[src/rtl/halloween_pkg.sv]
// Shared definitions for the effect driver: opcodes, FSM states,
// colour codes and sound/move bit positions.
package halloween_pkg;

    localparam logic [3:0] OP_ON     = 4'h0;
    localparam logic [3:0] OP_RESET  = 4'h1;
    localparam logic [3:0] OP_NOOP   = 4'h2;
    localparam logic [3:0] OP_FOG    = 4'h3;
    localparam logic [3:0] OP_GREEN  = 4'h4;
    localparam logic [3:0] OP_PURPLE = 4'h5;
    localparam logic [3:0] OP_ORANGE = 4'h6;
    localparam logic [3:0] OP_SCREAM = 4'h8;
    localparam logic [3:0] OP_CACKLE = 4'h9;
    localparam logic [3:0] OP_BOO    = 4'hA;
    localparam logic [3:0] OP_WAVE   = 4'hC;
    localparam logic [3:0] OP_JAW    = 4'hD;

    typedef enum logic [1:0] {OFF, IDLE, HOLD} state_t;

    localparam logic [1:0] COL_OFF    = 2'b00;
    localparam logic [1:0] COL_GREEN  = 2'b01;
    localparam logic [1:0] COL_PURPLE = 2'b10;
    localparam logic [1:0] COL_ORANGE = 2'b11;

    localparam int SND_SCREAM = 0;
    localparam int SND_CACKLE = 1;
    localparam int SND_BOO    = 2;
    localparam int MV_WAVE    = 0;
    localparam int MV_JAW     = 1;

    // Opcodes that count as a visible effect (fog, colour, sound, movement)
    function automatic logic op_is_effect(input logic [3:0] o);
        return (o == OP_FOG) || (o == OP_GREEN) || (o == OP_PURPLE) ||
               (o == OP_ORANGE) || (o == OP_SCREAM) || (o == OP_CACKLE) ||
               (o == OP_BOO) || (o == OP_WAVE) || (o == OP_JAW);
    endfunction

endpackage

[src/rtl/effect_driver_timer.sv]
// effect_timer: loadable down-counter used for the hold and fog durations.
// expire flags the edge on which the count steps from 1 to 0.
module effect_timer
    import halloween_pkg::*;
#(
    parameter int CNT_W = 4
) (
    input  logic             clk,
    input  logic             rst,
    input  logic             load,
    input  logic [CNT_W-1:0] load_val,
    input  logic             dec,
    input  logic             clear,
    output logic [CNT_W-1:0] value,
    output logic             active,
    output logic             expire
);

    logic [CNT_W-1:0] cnt_q, cnt_d;

    // Next count: clear wins over load, load wins over decrement
    always_comb begin
        cnt_d = cnt_q;
        if (clear)
            cnt_d = '0;
        else if (load)
            cnt_d = load_val;
        else if (dec && (cnt_q != '0))
            cnt_d = cnt_q - CNT_W'(1);
    end

    // Count register
    always_ff @(posedge clk or posedge rst) begin
        if (rst) cnt_q <= '0;
        else     cnt_q <= cnt_d;
    end

    assign value  = cnt_q;
    assign active = (cnt_q != '0);
    assign expire = dec && !load && !clear && (cnt_q == CNT_W'(1));

endmodule

[src/rtl/effect_driver.sv]
// effect_driver: decodes the effect opcode stream into registered lamp,
// sound, movement and fog drives. Optional macro EFFECT_CNT_EN adds a
// saturating effect_count output.
module effect_driver
    import halloween_pkg::*;
#(
    parameter int HOLD_CYCLES = 4,
    parameter int FOG_CYCLES  = 8,
    parameter int CNT_W       = 4
) (
    input  logic       clk,
    input  logic       rst,
    input  logic       op_valid,
    input  logic [3:0] op,
    output logic       op_ready,
    output logic       powered,
    output logic [1:0] color,
    output logic [2:0] sound,
    output logic [1:0] move,
    output logic       fog,
    output logic       err
`ifdef EFFECT_CNT_EN
    ,
    output logic [7:0] effect_count
`endif
);

    state_t     state_q, state_d;
    logic       powered_q, powered_d;
    logic [1:0] color_q, color_d;
    logic [2:0] sound_q, sound_d;
    logic [1:0] move_q, move_d;
    logic       fog_q, fog_d;
    logic       err_q, err_d;

    logic             accept;
    logic             hold_load, hold_expire, hold_active;
    logic             fog_load, fog_clear, fog_expire, fog_active;
    logic [CNT_W-1:0] hold_value, fog_value;

    assign op_ready = (state_q != HOLD);
    assign accept   = op_valid && op_ready;

    effect_timer #(.CNT_W(CNT_W)) u_hold_timer (
        .clk      (clk),
        .rst      (rst),
        .load     (hold_load),
        .load_val (CNT_W'(HOLD_CYCLES)),
        .dec      (state_q == HOLD),
        .clear    (1'b0),
        .value    (hold_value),
        .active   (hold_active),
        .expire   (hold_expire)
    );

    // Fog keeps running whatever the hold state; it only stops via RESET/rst
    effect_timer #(.CNT_W(CNT_W)) u_fog_timer (
        .clk      (clk),
        .rst      (rst),
        .load     (fog_load),
        .load_val (CNT_W'(FOG_CYCLES)),
        .dec      (state_q != OFF),
        .clear    (fog_clear),
        .value    (fog_value),
        .active   (fog_active),
        .expire   (fog_expire)
    );

    // Counter contents are only observed through active/expire
    logic unused_timer_bits;
    assign unused_timer_bits = ^{hold_value, fog_value, hold_active, fog_active};

    // Next-state and output decode
    always_comb begin
        state_d   = state_q;
        powered_d = powered_q;
        color_d   = color_q;
        sound_d   = sound_q;
        move_d    = move_q;
        fog_d     = fog_q;
        err_d     = 1'b0;
        hold_load = 1'b0;
        fog_load  = 1'b0;
        fog_clear = 1'b0;

        if (fog_expire) fog_d = 1'b0;

        case (state_q)
            OFF: begin
                // Everything except ON is swallowed while off
                if (accept && (op == OP_ON)) begin
                    state_d   = IDLE;
                    powered_d = 1'b1;
                end
            end
            IDLE: begin
                if (accept) begin
                    case (op)
                        OP_ON, OP_NOOP: ;
                        OP_RESET: begin
                            state_d   = OFF;
                            powered_d = 1'b0;
                            color_d   = COL_OFF;
                            sound_d   = '0;
                            move_d    = '0;
                            fog_d     = 1'b0;
                            fog_clear = 1'b1;
                        end
                        OP_FOG: begin
                            fog_d    = 1'b1;
                            fog_load = 1'b1;
                        end
                        OP_GREEN:  color_d = COL_GREEN;
                        OP_PURPLE: color_d = COL_PURPLE;
                        OP_ORANGE: color_d = COL_ORANGE;
                        OP_SCREAM, OP_CACKLE, OP_BOO: begin
                            sound_d = '0;
                            if (op == OP_SCREAM) sound_d[SND_SCREAM] = 1'b1;
                            if (op == OP_CACKLE) sound_d[SND_CACKLE] = 1'b1;
                            if (op == OP_BOO)    sound_d[SND_BOO]    = 1'b1;
                            hold_load = 1'b1;
                            state_d   = HOLD;
                        end
                        OP_WAVE, OP_JAW: begin
                            move_d = '0;
                            if (op == OP_WAVE) move_d[MV_WAVE] = 1'b1;
                            if (op == OP_JAW)  move_d[MV_JAW]  = 1'b1;
                            hold_load = 1'b1;
                            state_d   = HOLD;
                        end
                        default: err_d = 1'b1;
                    endcase
                end
            end
            HOLD: begin
                if (hold_expire) begin
                    sound_d = '0;
                    move_d  = '0;
                    state_d = IDLE;
                end
            end
            default: state_d = OFF;
        endcase
    end

    // State and output registers
    always_ff @(posedge clk or posedge rst) begin
        if (rst) begin
            state_q   <= OFF;
            powered_q <= 1'b0;
            color_q   <= COL_OFF;
            sound_q   <= '0;
            move_q    <= '0;
            fog_q     <= 1'b0;
            err_q     <= 1'b0;
        end else begin
            state_q   <= state_d;
            powered_q <= powered_d;
            color_q   <= color_d;
            sound_q   <= sound_d;
            move_q    <= move_d;
            fog_q     <= fog_d;
            err_q     <= err_d;
        end
    end

    assign powered = powered_q;
    assign color   = color_q;
    assign sound   = sound_q;
    assign move    = move_q;
    assign fog     = fog_q;
    assign err     = err_q;

`ifdef EFFECT_CNT_EN
    logic [7:0] effect_count_q, effect_count_d;

    // Saturating count of effects accepted while idle; RESET clears it
    always_comb begin
        effect_count_d = effect_count_q;
        if (accept && (state_q == IDLE)) begin
            if (op == OP_RESET)
                effect_count_d = '0;
            else if (op_is_effect(op) && (effect_count_q != 8'hFF))
                effect_count_d = effect_count_q + 8'd1;
        end
    end

    // Effect counter register
    always_ff @(posedge clk or posedge rst) begin
        if (rst) effect_count_q <= '0;
        else     effect_count_q <= effect_count_d;
    end

    assign effect_count = effect_count_q;
`endif

endmodule

[config.mk]
export PLATFORM = sky130hd
export DESIGN_NAME = effect_driver
export DESIGN_NICKNAME = d
export VERILOG_FILES = /design/src/rtl/halloween_pkg.sv /design/src/rtl/effect_driver_timer.sv /design/src/rtl/effect_driver.sv
export SDC_FILE = /design/constraint.sdc
export NUM_CORES = 1
export LEC_CHECK = 0
export BUFFER_PORTS_ARGS = -buffer_cell sky130_fd_sc_hd__buf_2
export CAP_MARGIN = 20
export CORE_UTILIZATION = 50
export DETAILED_ROUTE_END_ITERATION = 7
export MAX_ROUTING_LAYER = met4
export PLACE_DENSITY = 0.71
export SLEW_MARGIN = 20
export SYNTH_ARGS = -nofsm -noshare
export SYNTH_HDL_FRONTEND = slang
export SYNTH_SLANG_ARGS = --single-unit
[constraint.sdc]
create_clock -name clk -period 2.2 [get_ports clk]
set_input_delay 0 -clock clk [delete_from_list [all_inputs] [get_ports clk]]
set_output_delay 0 -clock clk [all_outputs]
set_load 0.02 [all_outputs]
# Word level (Yosys, flattened, before mapping)
# Cells that the tools add are included.
[totals] ff_bits=20 inputBits=7
[op_classes] add_sub_neg=2 n_eq_ne=23 muxes=44 reduce_logical=31
[op_table] operator="$mux 1" n=23
[op_table] operator="$eq 4x4->1 const B" n=5
[op_table] operator="$mux 4" n=5
[op_table] operator="$reduce_and 4->1" n=4
[op_table] operator="$eq 4x1->1 const B" n=3
[op_table] operator="$eq 4x3->1 const B" n=3
[op_table] operator="$pmux 2 s2" n=3
[op_table] operator="$pmux 3 s2" n=2
[op_table] operator="$reduce_bool 4->1" n=3
[op_table] operator="$reduce_or 12->1" n=1
[op_table] operator="$mux 2" n=5
[op_table] operator="$logic_and 1x1->1" n=9
[op_table] operator="$eq 4x2->1 const B" n=2
[op_table] operator="$ne 2x2->1 const B" n=4
[op_table] operator="$pmux 2 s4" n=1
[op_table] operator="$reduce_bool 2->1" n=4
[op_table] operator="$sub 4x1->4 const B" n=2
[op_table] operator="$mux 3" n=2
[op_table] operator="$ne 3x2->1 const B" n=2
[op_table] operator="$pmux 2 s3" n=1
[op_table] operator="$reduce_or 5->1" n=1
[op_table] operator="$logic_not 4->1" n=1
[op_table] operator="$pmux 1 s2" n=2
[op_table] operator="$logic_not 1->1" n=3
[op_table] operator="other kinds (9)" n=9

# Logic depth before layout (Yosys ltp)
# Gate-level depths: netlist of the first run.
[depth] depth_word=12 ltp_mapped=6

# Hierarchy
# Synthesis of the first run repeated with hierarchy kept, for this count alone.
[unflattened] cells_unflattened=158 area_unflattened_um2=1446.4
[modules_own_cells] module="effect_driver" n_inst=1 cells_per_inst=88 area_each_um2=795.8
[modules_own_cells] module="effect_timer" n_inst=2 cells_per_inst=35 area_each_um2=325.3

# Least setup slack after synthesis of the first run
# No wires, ideal clock.
[synth_timing] path_kind="register to register" from="register state_q[0]" to="register sound_q[0] (netlist: sound[0])" arrival_time_ps=1589 required_ps=2075 path_slack_ps=486 stages_incl_launch_ff=7 n_path_buf=0 synth_period_minus_slack_ps=1714 path_cell_list="dfrtp_1 > inv_1 > ha_1 > inv_1 > a32o_1 > o211ai_2 > mux2_2"
[synth_between] elab_chain_len=9 elab_cells_between_ends=15 cone_classes="eq/ne: 6; mux: 3; reduce/logical: 6"
[synth_rtl] item="from (decl)" line="effect_driver.sv:28" text="state_t state_q, state_d;"
[synth_rtl] item="from (signal assigned)" line="effect_driver.sv:157" text="state_q <= state_d;"
[synth_rtl] item="$ne 2x2->1 (*)" line="effect_driver.sv:41" text="assign op_ready = (state_q != HOLD);"
[synth_rtl] item="via op_ready" line="effect_driver.sv:15" text="output logic op_ready,"
[synth_rtl] item="$logic_and 1x1->1 (*)" line="effect_driver.sv:42" text="assign accept = op_valid && op_ready;"
[synth_rtl] item="$mux 1" line="effect_driver.sv:97" text="if (accept) begin"
[synth_rtl] item="$mux 1" line="effect_driver.sv:88" text="case (state_q)"
[synth_rtl] item="$logic_not 1->1" line="effect_driver_timer.sv:40" text="assign expire = dec && !load && !clear && (cnt_q == CNT_W'(1));"
[synth_rtl] item="$logic_and 1x1->1 (2 in series)" line="effect_driver_timer.sv:40"
[synth_rtl] item="$ne 2x2->1 (no source line)"
[synth_rtl] item="$reduce_and 4->1 (no source line) (*)"
[synth_rtl] item="to (signal assigned)" line="effect_driver.sv:160" text="sound_q <= sound_d;"
[synth_rtl] item="to (decl)" line="effect_driver.sv:31" text="logic [2:0] sound_q, sound_d;"
# Mark *: on every way through the listed nets, which the timed path passes. The rest lies on a longest branch.
# A chain may end at the register's enable or synchronous reset.

# Final worst setup path of the first run
[layout_timing] from="register state_q[1]" to="register sound_q[0] (netlist: sound[0])"
[layout_between] elab_chain_len=9 elab_cells_between_ends=15 cone_classes="eq/ne: 6; mux: 3; reduce/logical: 6"
[layout_rtl] item="$ne 2x2->1" line="effect_driver.sv:41"
[layout_rtl] item="$logic_and 1x1->1" line="effect_driver.sv:42"
[layout_rtl] item="$mux 1" line="effect_driver.sv:97"
[layout_rtl] item="$mux 1" line="effect_driver.sv:88"
[layout_rtl] item="$logic_not 1->1" line="effect_driver_timer.sv:40"
[layout_rtl] item="$logic_and 1x1->1 (2 in series)" line="effect_driver_timer.sv:40"
[layout_rtl] item="$ne 2x2->1 (no source line)"
[layout_rtl] item="$reduce_and 4->1 (no source line)"
# Parallel ways exist; a longest one is shown, timed or not.

==> out/summary.md, run 1 <==
The CTS root buffer is sky130_fd_sc_hd__clkbuf_4. The run finished with clean final reports. The total congestion overflow is 0, and the total power draw is 1.826 mW. Across the VDD grid, the largest voltage drop is 0.7879 mV. Fraction of power spent switching nets: 0.4278. After floorplanning, the core was divided into 17 placement rows.

Routability-driven placement finished with a final weighted congestion of 0.8334. The logs give 0 for the count of synthesis-stage warnings from yosys and 161 for the layout net count. Leaving out fill and tap cells, the most frequent cells in the layout are sky130_fd_sc_hd__dfrtp_1, sky130_fd_sc_hd__buf_2, sky130_fd_sc_hd__nor2_1, sky130_fd_sc_hd__inv_1, sky130_fd_sc_hd__ha_1. Setup TNS: 0 ns.

The max-slew violation count came out at 0. Synthesis produced a netlist whose cell count is 126. The most used flip-flop cell after synthesis is sky130_fd_sc_hd__dfrtp_1. For the worst setup path, the data required time is 2.40 ns. The max-slew headroom at the worst pin was 0.4924; the top-area cell type share of the netlist area was 0.3988.

Total of hold buffers inserted after clock tree synthesis: 1. The slack of the worst reg-to-reg path is 0.35 ns. Critical register-to-register path startpoint: state_q[1]$_DFFE_PP0P_. The vias per cell was 5.477; the overall die area was 0.002714 sq mm. The per-cell routed wire length is 13.46 um, and the final antenna-violating net count is 0.

The post-route clock period utilization is 0.8389, and the routed wire length is 2315 um. The count of input and output buffers is 17. For the final database, setup skew stands at 0.001076 ns. TritonCTS built the clock tree. During I/O placement, the number of pins put on the boundary was 18. The initial antenna violation count was 0. The analysis attributes to cell leakage a power of 0.6680 nW. The data arrival time of the critical path is 2.05 ns, and the combinational share of power is 0.532.

Counting flops with a built-in enable in the synthesized netlist gives 0. 0 antenna diodes ended up in the layout. Following the worst setup path forward leads to its endpoint at sound[0]$_DFFE_PP0P_.

Entering global routing, the biggest net connects 21 pins. The type of the worst min-delay path was in2reg. The fraction of the yosys area taken by sequential cells was 0.3988. Via count of the first global-routing pass: 924.

The final critical delay including setup and external delays came out at 1.846 ns. The critical path startpoint category is a register. Clock latency on the worst-skew pair, taken at its later pin, is 0.30 ns. The design internal power is 1.045 mW.

Max-cap violations in this run came to 0. Before antenna repair, the detailed router went through 4 iterations. The aggregate global-route resource usage is 0.2179. The terminus of the critical flop-to-flop path is sound[0]$_DFFE_PP0P_. The buffer count from post-CTS setup fixing is 0, and the power density over the cells is 1314 mW/mm^2. For the worst flop-to-flop path, the logic depth is 6.

The share of synthesized registers carrying an async set or reset is 1.000, and the first-pass GRT wire length is 4181 um. Filler-free cell count of the finished design: 172. The design area is 0.001390 sq mm. After detailed routing, the number of remaining DRC violations is 0.

The number of DRC violations after detailed-routing iteration 0 came out at 11. The clock network fraction of total power was 0.119. The longest clock path from root to sink contains 2 buffers. The die extent in y came out at 52.10 um.

The number of different library cells used by synthesis comes to 43. The run gives 167 as the cell total after placement. Setup repair after global routing left no endpoint under its margin. By area the synthesized netlist is led by sky130_fd_sc_hd__dfrtp_1, sky130_fd_sc_hd__ha_1, sky130_fd_sc_hd__mux2_2. The clock transition at the registers of the reported paths is 0.12 ns. The die width was 52.10 um.

For the setup violation total in the final timing report, the log shows 0. The biggest area contributor in the post-synthesis netlist is sky130_fd_sc_hd__dfrtp_1. The run gives 0.5463 as the starting density of the core.

The number of nets in the synthesized netlist was 142. At the pin with the least slew margin, the transition time is 0.7606 ns. The post-synthesis average cell area was 9.960 sq um.

The run gives 0.348 as the sequential cell fraction of total power. Commonest non-fill, non-tap cell in the layout: sky130_fd_sc_hd__dfrtp_1. The number of gates resized after cts came out at 0. For the number of hold-slack violations in the final timing report, the log shows 0.

CTS saw 20 sinks. The number of synthesized register bits was 20. The share of cells above drive strength 1 is 0.2222.

After floorplanning, the core was sized to cover 0.002297 sq mm. In this run the cell area measured after placement is 0.001344 sq mm. For this design the total switching power over the nets is 0.7814 mW. Capturing element type of the critical path: a register.

Along the worst path, the maximum fanout reaches 8. The HPWL after detailed placement is 1731 um. The critical path class was reg2reg. From synthesis to final layout, the design area changed by 10.77%.

The run gives 541.8 MHz as the upper clock frequency limit. The tools report the number of buffers created by CTS as 3. The tools report the total number of H-tree levels as 1. The mapped netlist covers 0.001255 sq mm.

The final route contains 942 vias. In this run the worst setup path begins at state_q[1]$_DFFE_PP0P_.
## cell type report
cell class / count / area, sq um
fill: 217 / 907.1
inverter: 13 / 48.80
multi-input combinational: 89 / 674.4
clock buffer: 4 / 36.28
sequential: 20 / 500.5
timing repair buffer: 18 / 95.09
tap: 28 / 35.03
## critical path, stage by stage, from the launching register on
cell	delay (ns)
sky130_fd_sc_hd__dfrtp_1	0.42
sky130_fd_sc_hd__inv_1	0.11
sky130_fd_sc_hd__ha_1	0.31
sky130_fd_sc_hd__inv_1	0.14
sky130_fd_sc_hd__a32o_1	0.29
sky130_fd_sc_hd__o211ai_2	0.12
sky130_fd_sc_hd__mux2_2	0.36
## sequential cells by signal (all words and copies together) (netlist names)
register            flops
color                   2
err                     1
fog                     1
move                    2
powered                 1
sound                   3
state_q                 2
u_fog_timer.value       4
u_hold_timer.value      4
## stage by stage
stage / setup slack [ns] / hold slack [ns] / utilization
final: 0.3544 / 0.06200 / 0.6051
after global routing: 0.2186 / 0.06008 / 0.6051
after CTS: 0.3588 / 0.04901 / 0.6051
after detailed placement: 0.3782 / 0.1780 / 0.5850
after global placement: 0.4055 / 0.1553 / 0.5850
after floorplan: 0.4861 / -0.03617 / -
## cells in the mapped netlist, types with 2 or more instances
library cell,instances
sky130_fd_sc_hd__o21ai_0,3
sky130_fd_sc_hd__buf_4,2
sky130_fd_sc_hd__mux2_2,5
sky130_fd_sc_hd__a211oi_1,3
sky130_fd_sc_hd__xnor2_1,4
sky130_fd_sc_hd__nand2b_1,3
sky130_fd_sc_hd__nand2_1,3
sky130_fd_sc_hd__dfrtp_1,20
sky130_fd_sc_hd__nor2_1,14
sky130_fd_sc_hd__a31oi_1,2
sky130_fd_sc_hd__o211ai_2,2
sky130_fd_sc_hd__nand3_1,4
sky130_fd_sc_hd__ha_1,9
sky130_fd_sc_hd__a21oi_1,5
sky130_fd_sc_hd__and4_1,2
sky130_fd_sc_hd__inv_1,13
sky130_fd_sc_hd__mux2i_1,2
sky130_fd_sc_hd__nor3_1,5
## cells by family (layout without fill, tap and decap cells)
kind of cell    Yosys count  after routing  share of synthesized area
fa+ha+maj                10             10                    0.09771
flops                    20             20                     0.3988
buf+inv                  17             35                    0.06380
simple gates             41             41                     0.1885
compound gates           26             26                     0.1555
xor+xnor                  5              5                    0.03489
mux                       7              7                    0.06081
## layer usage
metal	share of wire	up-vias	track usage
met2	0.46	16	0.3269
met5	0	-	-
met4	0.0091	0	0.08108
li1	-	479	-
met1	0.50	445	0.2952
met3	0.029	2	0.03509
## worst min-delay path by stage
stage	start	end	slack, ns	depth (start not counted)
floorplan	rst	color[0]$_DFFE_PP0P_	-0.04	1
global placement	rst	sound[0]$_DFFE_PP0P_	0.16	2
detailed placement	rst	sound[2]$_DFFE_PP0P_	0.18	2
CTS	op[3]	state_q[1]$_DFFE_PP0P_	0.05	3
global route	op[3]	state_q[1]$_DFFE_PP0P_	0.06	3
finish	op[3]	state_q[1]$_DFFE_PP0P_	0.06	3
## power by group through the flow
stage / clock (mW) / combinational (mW) / sequential [mW]
6_report: 0.218 / 0.972 / 0.636
4_1_cts: 0.220 / 0.980 / 0.639
2_1_floorplan: 0 / 0.677 / 0.707
3_3_place_gp: 0 / 0.949 / 0.638
3_5_place_dp: 0 / 0.974 / 0.646
5_1_grt: 0.233 / 1.10 / 0.661
No activity file was read; power rests on OpenSTA's default activity.
==> run 2: changes to the inputs <==
PLACE_DENSITY = 0.74   (was 0.71)
clock period = 1.6 ns   (was 2.2 ns; I/O delays follow)
==> run 2 against run 1 <==
Against the previous run: the flow now finishes with violations (negative setup slack); wire length increased by 21%; flip-flop and latch count unchanged; critical path depth did not move; die area unchanged; maximum frequency increased by 14%; global-route usage increased by 0.37 points; utilization rose by 8.4 points; total power is 66% higher; sequential power grew 42%; via count increased by 9.7%.
==> out/summary.md, run 2 (synthesized netlist as in run 1, its figures left out) <==
The tools report the total vias in the final route as 1033 (was 942). For the overall die area, the log shows 0.002714 sq mm (unchanged). The number of hold-slack violations in the final timing report was 0 (unchanged). Flip-flop and latch area: 500.5 sq um (unchanged). The tools report the number of inserted diodes as 0 (unchanged). The logs give 0.7467 nW (was 0.6680 nW) for the leakage power summed over all cells and 0.079 (was 0.119) for the clock network fraction of total power.

The largest incremental delay on the critical path is 0.44 ns (was 0.42 ns), and the total congestion overflow is 0 (unchanged). The tools report the initial antenna violation count as 0 (unchanged). The total clock sinks is 20 (unchanged). The critical path class was reg2reg (unchanged). The final antenna-violating net count was 0 (unchanged); the post-route clock period utilization was 1.008 (was 0.8389). CTS root buffer: sky130_fd_sc_hd__clkbuf_4 (unchanged). Maximum fanout encountered on the critical timing path: 4 (was 8).

The number of buffers on the longest clock path came out at 2 (unchanged). The capturing element type of the critical path is a register (unchanged). The starting density of the core was 0.5463 (unchanged).

Hold path startpoint: op[1] (was op[3]). Number of buffers created by CTS: 3 (unchanged). The tools report the data arrival time of the critical path as 1.81 ns (was 2.05 ns). The cell total after placement is 175 (was 167), and the aggregate global-route resource usage is 0.2217 (was 0.2179). The run gives 18 (unchanged) as the count of boundary I/O pins. The number of violations of the max-capacitance limit came out at 0 (unchanged). The routed wire length was 2790 um (was 2315 um).

The via count of the first global-routing pass is 973 (was 924), and the combinational share of power is 0.623 (was 0.532). The standard cell core area is 0.002297 sq mm (unchanged), and the final worst slack is -0.01228 ns (was 0.3544 ns). The logs give 173 (was 161) for the layout net count and 788.3 sq um (was 674.4 sq um) for the footprint of the multi-input gates. The latest clock arrival within the worst-skew pair is 0.30 ns (about the same).

Setup repair after global routing could not meet its margin everywhere. The commonest non-fill, non-tap cell in the layout is sky130_fd_sc_hd__dfrtp_1 (unchanged). The logs give 0.8572 (was 0.8334) for the weighted congestion reported at the end of routability-driven placement and 4257 um (was 4181 um) for the first-pass GRT wire length. The per-cell routed wire length was 15.25 um (was 13.46 um); the fraction of power spent switching nets was 0.4306 (was 0.4278). The sequential cell fraction of total power is 0.298 (was 0.348). The maximum number of pins on one net before global-route repair came out at 21 (unchanged).

The length of the first detailed-routing pass in iterations is 4 (unchanged). For the design internal power, the log shows 1.722 mW (was 1.045 mW). Cells along the critical path: inv_2 -> ha_4 -> inv_4 -> a32o_2 -> o211ai_4 -> mux2_4 (was inv_1 -> ha_1 -> inv_1 -> a32o_1 -> o211ai_2 -> mux2_2). Count of input and output buffers: 17 (unchanged).

The share of cells above drive strength 1 works out to 0.3742 (was 0.2222). TritonCTS built the clock tree. Standard cell with the maximum stage delay on the critical path: sky130_fd_sc_hd__dfrtp_1 (unchanged). The total net switching power is 1.302 mW (was 0.7814 mW), and the slew at the pin closest to its max-slew limit is 0.7733 ns (was 0.7606 ns). The power density over the cells works out to 1911 mW/mm^2 (was 1314 mW/mm^2).

The run finished, with violations left. The tools report the final routed DRC violation total as 0 (unchanged). The area growth from synthesis to final layout is 26.12% (was 10.77%). The tools report the first element of the critical path as state_q[0]$_DFFE_PP0P_ (was state_q[1]$_DFFE_PP0P_). Total number of H-tree levels: 1 (unchanged).

The die extent in y is 52.10 um (unchanged). The clock transition at the registers of the reported paths was 0.11 ns (was 0.12 ns); the setup violation total in the final timing report was 3 (was 0). The logs give 1.179 mV (was 0.7879 mV) for the peak supply drop and 620.2 MHz (was 541.8 MHz) for the upper clock frequency limit.

For the max-slew headroom at the worst pin, the log shows 0.4839 (was 0.4924). Most frequent cells in the layout: sky130_fd_sc_hd__dfrtp_1, sky130_fd_sc_hd__buf_2, sky130_fd_sc_hd__nor2_1, sky130_fd_sc_hd__buf_4, sky130_fd_sc_hd__inv_1 (was sky130_fd_sc_hd__dfrtp_1, sky130_fd_sc_hd__buf_2, sky130_fd_sc_hd__nor2_1, sky130_fd_sc_hd__inv_1, sky130_fd_sc_hd__ha_1). The run gives 1875 um (was 1731 um) as the half-perimeter wire length after detailed placement. The final reports fail on negative setup slack. The total power draw came out at 3.024 mW (was 1.826 mW). The max-slew violation count was 0 (unchanged). The final-layout fill cell count was 172 (was 217).

The row count is 17 (unchanged), and the vias per cell is 5.645 (was 5.477). The die width is 52.10 um (unchanged). The critical path startpoint category was a register (unchanged).

The critical register-to-register path startpoint is state_q[0]$_DFFE_PP0P_ (was state_q[1]$_DFFE_PP0P_). The endpoint required time on the critical path is 1.79 ns (was 2.40 ns), and the final critical delay including setup and external delays is 1.612 ns (was 1.846 ns). The filler-free cell count of the finished design came out at 183 (was 172).

The type of the worst min-delay path is in2reg (unchanged). The clock skew after layout was 0.004970 ns (was 0.001076 ns); the number of DRC violations after detailed-routing iteration 0 was 10 (was 11).
-- run 2: cell count changes in the layout (fill, tap and decap cells not counted), moves of 2 or more --
| cell | previous run | this run |
|---|---|---|
| sky130_fd_sc_hd__buf_4 | 0 | 12 |
| sky130_fd_sc_hd__mux2_2 | 5 | 0 |
| sky130_fd_sc_hd__mux2_4 | 0 | 5 |
| sky130_fd_sc_hd__inv_1 | 13 | 9 |
| sky130_fd_sc_hd__ha_1 | 9 | 6 |
| sky130_fd_sc_hd__ha_4 | 0 | 3 |
| sky130_fd_sc_hd__inv_2 | 0 | 3 |
| sky130_fd_sc_hd__a21oi_1 | 5 | 3 |
| sky130_fd_sc_hd__a21oi_2 | 0 | 2 |
| sky130_fd_sc_hd__o211ai_2 | 2 | 0 |
| sky130_fd_sc_hd__o211ai_4 | 0 | 2 |
-- run 2: routing by layer --
| layer | global-route usage | routed length [um] | up-vias |
|---|---|---|---|
| met2 | 0.3504 | 1375 | 22 |
| li1 | - | - | 504 |
| met3 | 0.02632 | 65 | 6 |
| met4 | 0.09459 | 71 | 0 |
| met5 | - | 0 | - |
| met1 | 0.2862 | 1277 | 501 |
-- run 2: through the flow --
step           TNS [ns]  area [sq um]  setup slack [ns]  utilization  hold slack [ns]
2_1_floorplan  -0.01240          1264         -0.004133            -         -0.03617
3_3_place_gp          0          1413           0.03344       0.6149           0.1537
3_5_place_dp   -0.08586          1413          -0.02837       0.6149           0.1693
4_1_cts        -0.03904          1478          -0.01782       0.6432          0.04119
5_1_grt         -0.3530          1583          -0.06623       0.6890          0.06616
6_report       -0.02882          1583          -0.01228       0.6890          0.07085
-- run 2: area by class of cell --
| cell class | count | area share |
|---|---|---|
| multi-input cells | 89 | 0.4980 |
| repair buffers | 30 | 0.1170 |
| inverters | 13 | 0.03241 |
| clock buffers | 3 | 0.01423 |
| flip-flops and latches | 20 | 0.3162 |
| well taps | 28 | 0.02213 |
-- run 2: critical path, delay by kind of cell, from the launching register on --
kind / cells / cell delay [ns]
buffers and inverters: 2 / 0.16
AO/OA/AOI/OAI: 2 / 0.38
flip-flops: 1 / 0.44
adder cells (fa/ha/maj): 1 / 0.18
multiplexers: 1 / 0.33
-- run 2: power groups by stage --
stage | logic [mW] | registers (mW) | clock network, mW
after floorplan | 0.950 | 0.973 | 0
after global placement | 1.44 | 0.881 | 0
after detailed placement | 1.47 | 0.895 | 0
after CTS | 1.56 | 0.880 | 0.246
after global routing | 2.04 | 0.921 | 0.265
final | 1.88 | 0.901 | 0.239
-- run 2: worst paths after layout --
| kind | endpoint | slack [ns] | depth (start not counted) |
|---|---|---|---|
| min | fog$_DFF_PP0_ | 0.07 | 3 |
| max in group asynchronous | u_hold_timer.value[0]$_DFFE_PP0P_ | 0.75 | 3 |
| min in group asynchronous | u_fog_timer.value[1]$_DFFE_PP0P_ | 0.36 | 3 |
| max | sound[2]$_DFFE_PP0P_ | -0.01 | 6 |
| min reg2reg | move[1]$_DFFE_PP0P_ | 0.53 | 1 |
| max reg2reg | sound[2]$_DFFE_PP0P_ | -0.01 | 6 |
-- run 2: repair_timing --
item / CTS / global route
resized for setup: 2 / 20
hold buffers: 1 / 0
pin swaps: 0 / 5
endpoints found under the hold margin: 20 / 0
setup buffers: 3 / 1
endpoints found under the setup margin: 6 / 13
==> run 3: changes to the inputs <==
CORE_ASPECT_RATIO = 0.8   (was not set)
CTS_CLUSTER_DIAMETER = 80   (was not set)
==> run 3 against run 2 <==
Against the previous run: the run still ends with negative setup slack left; wire length fell by 2.3%; cell count shrank 1.1%; cell area decreased by 0.16%; register-to-register slack barely moved; utilization increased by 1.3 points; critical path depth unchanged; first-iteration DRC count increased to 2.8 times the previous value; global-route usage is 0.34 points higher; largest cell class unchanged.
==> out/summary.md, run 3 (synthesized netlist as in run 1, its figures left out) <==
The critical path class was reg2reg (unchanged). The run gives 0.5572 (was 0.5463) as the starting density of the core. Row count: 15 (was 17). The final worst slack is -0.006537 ns (was -0.01228 ns).

The largest incremental delay on the critical path was 0.45 ns (was 0.44 ns). The design internal power came out at 1.878 mW (was 1.722 mW). The post-route clock period utilization was 1.004 (was 1.008); the number of hold-slack violations in the final timing report was 0 (unchanged).

The run gives 3 (unchanged) as the number of buffers created by CTS. TritonCTS built the clock tree. The logs give 18 (unchanged) for the count of boundary I/O pins and 20 (unchanged) for the total clock sinks. The tools report the total number of H-tree levels as 1 (unchanged). The tools report the total net switching power as 1.293 mW (was 1.302 mW). The endpoint required time on the critical path was 1.81 ns (was 1.79 ns). For the data arrival time of the critical path, the log shows 1.82 ns (was 1.81 ns). Setup repair after global routing could not meet its margin everywhere. For the clock skew after layout, the log shows 0.01336 ns (was 0.004970 ns). The power density over the cells was 2007 mW/mm^2 (was 1911 mW/mm^2); the total vias in the final route was 1038 (was 1033). The routed wire length was 2727 um (was 2790 um). The maximum number of pins on one net before global-route repair was 21 (unchanged).

The upper clock frequency limit was 622.5 MHz (was 620.2 MHz). Violated checks: negative setup slack (unchanged). The final antenna-violating net count was 0 (unchanged).

Cells along the critical path: inv_2 -> ha_4 -> inv_4 -> a32o_2 -> o211ai_4 -> mux2_4 (unchanged). For the first-pass GRT wire length, the log shows 4367 um (was 4257 um). The run gives 0.8265 (was 0.8572) as the weighted congestion reported at the end of routability-driven placement.

The run gives 0 (unchanged) as the number of violations of the max-capacitance limit. Type of the worst min-delay path: in2reg (unchanged). For the total power draw, the log shows 3.171 mW (was 3.024 mW). The clock transition at the registers of the reported paths came out at 0.13 ns (was 0.11 ns). The peak supply drop was 1.166 mV (was 1.179 mV); the vias per cell was 5.735 (was 5.645). The commonest non-fill, non-tap cell in the layout is sky130_fd_sc_hd__dfrtp_1 (unchanged). The tools report the number of buffers on the longest clock path as 2 (unchanged). The standard cell core area was 0.002252 sq mm (was 0.002297 sq mm); the die extent in y was 46.81 um (was 52.10 um).

The layout net count was 173 (unchanged). Capturing element type of the critical path: a register (unchanged). The fraction of power spent switching nets was 0.4078 (was 0.4306). The run gives 1987 um (was 1875 um) as the half-perimeter wire length after detailed placement. The count of input and output buffers is 17 (unchanged).

The standard cell with the maximum stage delay on the critical path was sky130_fd_sc_hd__dfrtp_1 (unchanged). The length of the first detailed-routing pass in iterations was 4 (unchanged); the die width was 58.01 um (was 52.10 um). The latest clock arrival within the worst-skew pair was 0.31 ns (was 0.30 ns); the slew at the pin closest to its max-slew limit was 0.7695 ns (was 0.7733 ns). The logs give 0 (unchanged) for the initial antenna violation count and 0.4864 (was 0.4839) for the max-slew headroom at the worst pin. The share of cells above drive strength 1 is 0.3462 (was 0.3742), and the total congestion overflow is 0 (unchanged). The logs give 0.281 (was 0.298) for the sequential cell fraction of total power and 953 (was 973) for the via count of the first global-routing pass.

Critical path startpoint category: a register (unchanged). The per-cell routed wire length came out at 15.07 um (was 15.25 um). The run finished, with violations left. The total buffers and inverters traversed by the critical path is 2 (unchanged). The leakage power summed over all cells is 0.7563 nW (was 0.7467 nW), and the aggregate global-route resource usage is 0.2251 (was 0.2217). Dominant delay contributor by cell family on the critical path: flip-flops (unchanged). The maximum fanout encountered on the critical timing path is 6 (was 4), and the overall die area is 0.002715 sq mm (was 0.002714 sq mm). The area growth from synthesis to final layout is 25.92% (was 26.12%), and the final critical delay including setup and external delays is 1.607 ns (was 1.612 ns). The final routed DRC violation total is 0 (unchanged). For the max-slew violation count, the log shows 0 (unchanged). Most frequent cells in the layout: sky130_fd_sc_hd__dfrtp_1, sky130_fd_sc_hd__buf_2, sky130_fd_sc_hd__nor2_1, sky130_fd_sc_hd__buf_4, sky130_fd_sc_hd__inv_1 (unchanged).

The run gives 177 (was 172) as the final-layout fill cell count. The number of DRC violations after detailed-routing iteration 0 is 28 (was 10), and the worst hold slack after final layout is 0.07819 ns (was 0.07085 ns). The combinational share of power was 0.586 (was 0.623); the number of inserted diodes was 0 (unchanged).

The clock network fraction of total power came out at 0.133 (was 0.079). The setup violation total in the final timing report was 2 (was 3). The CTS root buffer was sky130_fd_sc_hd__clkbuf_4 (unchanged).
[run 3: cell count changes in the layout (fill, tap and decap cells not counted), sizes merged]
cell / delta
bufinv: +1
[run 3: per-stage QoR]
step | worst slack (ns) | instances | instance area [sq um] | util | setup TNS (ns)
after global placement | -0.01137 | 174 | 1424 | 0.6322 | -0.04532
after floorplan | -0.004133 | 126 | 1264 | - | -0.01240
final | -0.006537 | 181 | 1580 | 0.7017 | -0.01128
after detailed placement | -0.07181 | 174 | 1424 | 0.6322 | -0.3260
after global routing | -0.07240 | 181 | 1580 | 0.7017 | -0.6336
after CTS | -0.01330 | 180 | 1516 | 0.6733 | -0.03302
[run 3: power groups by stage]
stage	sequential, mW	clock, mW	combinational, mW
2_1_floorplan	0.973	0	0.950
3_3_place_gp	0.880	0	1.49
3_5_place_dp	0.892	0	1.55
4_1_cts	0.887	0.427	1.63
5_1_grt	0.916	0.445	2.02
6_report	0.892	0.421	1.86
[run 3: path summary, 6_finish.rpt]
| kind | depth (start not counted) | endpoint | from | slack (ns) |
|---|---|---|---|---|
| max | 6 | sound[0]$_DFFE_PP0P_ | state_q[1]$_DFFE_PP0P_ | -0.007 |
| min | 3 | fog$_DFF_PP0_ | op[1] | 0.08 |
| max reg2reg | 6 | sound[0]$_DFFE_PP0P_ | state_q[1]$_DFFE_PP0P_ | -0.007 |
| min reg2reg | 2 | color[1]$_DFFE_PP0P_ | color[1]$_DFFE_PP0P_ | 0.54 |
| max in group asynchronous | 3 | powered$_DFFE_PP0P_ | rst | 0.75 |
| min in group asynchronous | 3 | color[1]$_DFFE_PP0P_ | rst | 0.35 |
[run 3: area by class of cell]
class	count	area (sq um)	share of cell area
clock buffers	3	22.52	0.01425
flip-flops and latches	20	500.5	0.3167
clock inverters	1	30.03	0.01900
multi-input cells	89	753.2	0.4766
well taps	25	31.28	0.01979
inverters	13	53.80	0.03405
repair buffers	30	188.9	0.1196
[run 3: per-layer routing]
metal	vias up	GRT usage	routed length (um)
met5	-	-	0
li1	510	-	-
met4	0	0.05714	31
met2	22	0.3586	1232
met1	502	0.3010	1382
met3	4	0.04132	81
[run 3: timing repair]
action,4_1_cts,5_1_grt
hold buffers,1,0
resized for setup,4,13
endpoints found under the hold margin,20,0
pin swaps,0,3
setup buffers,1,1
setup endpoints to repair,10,13
[run 3: worst min-delay path, cell delays in order]
cell and delay (ns):
sky130_fd_sc_hd__buf_2 0.19, sky130_fd_sc_hd__nand2_1 0.08, sky130_fd_sc_hd__o21ai_0 0.07
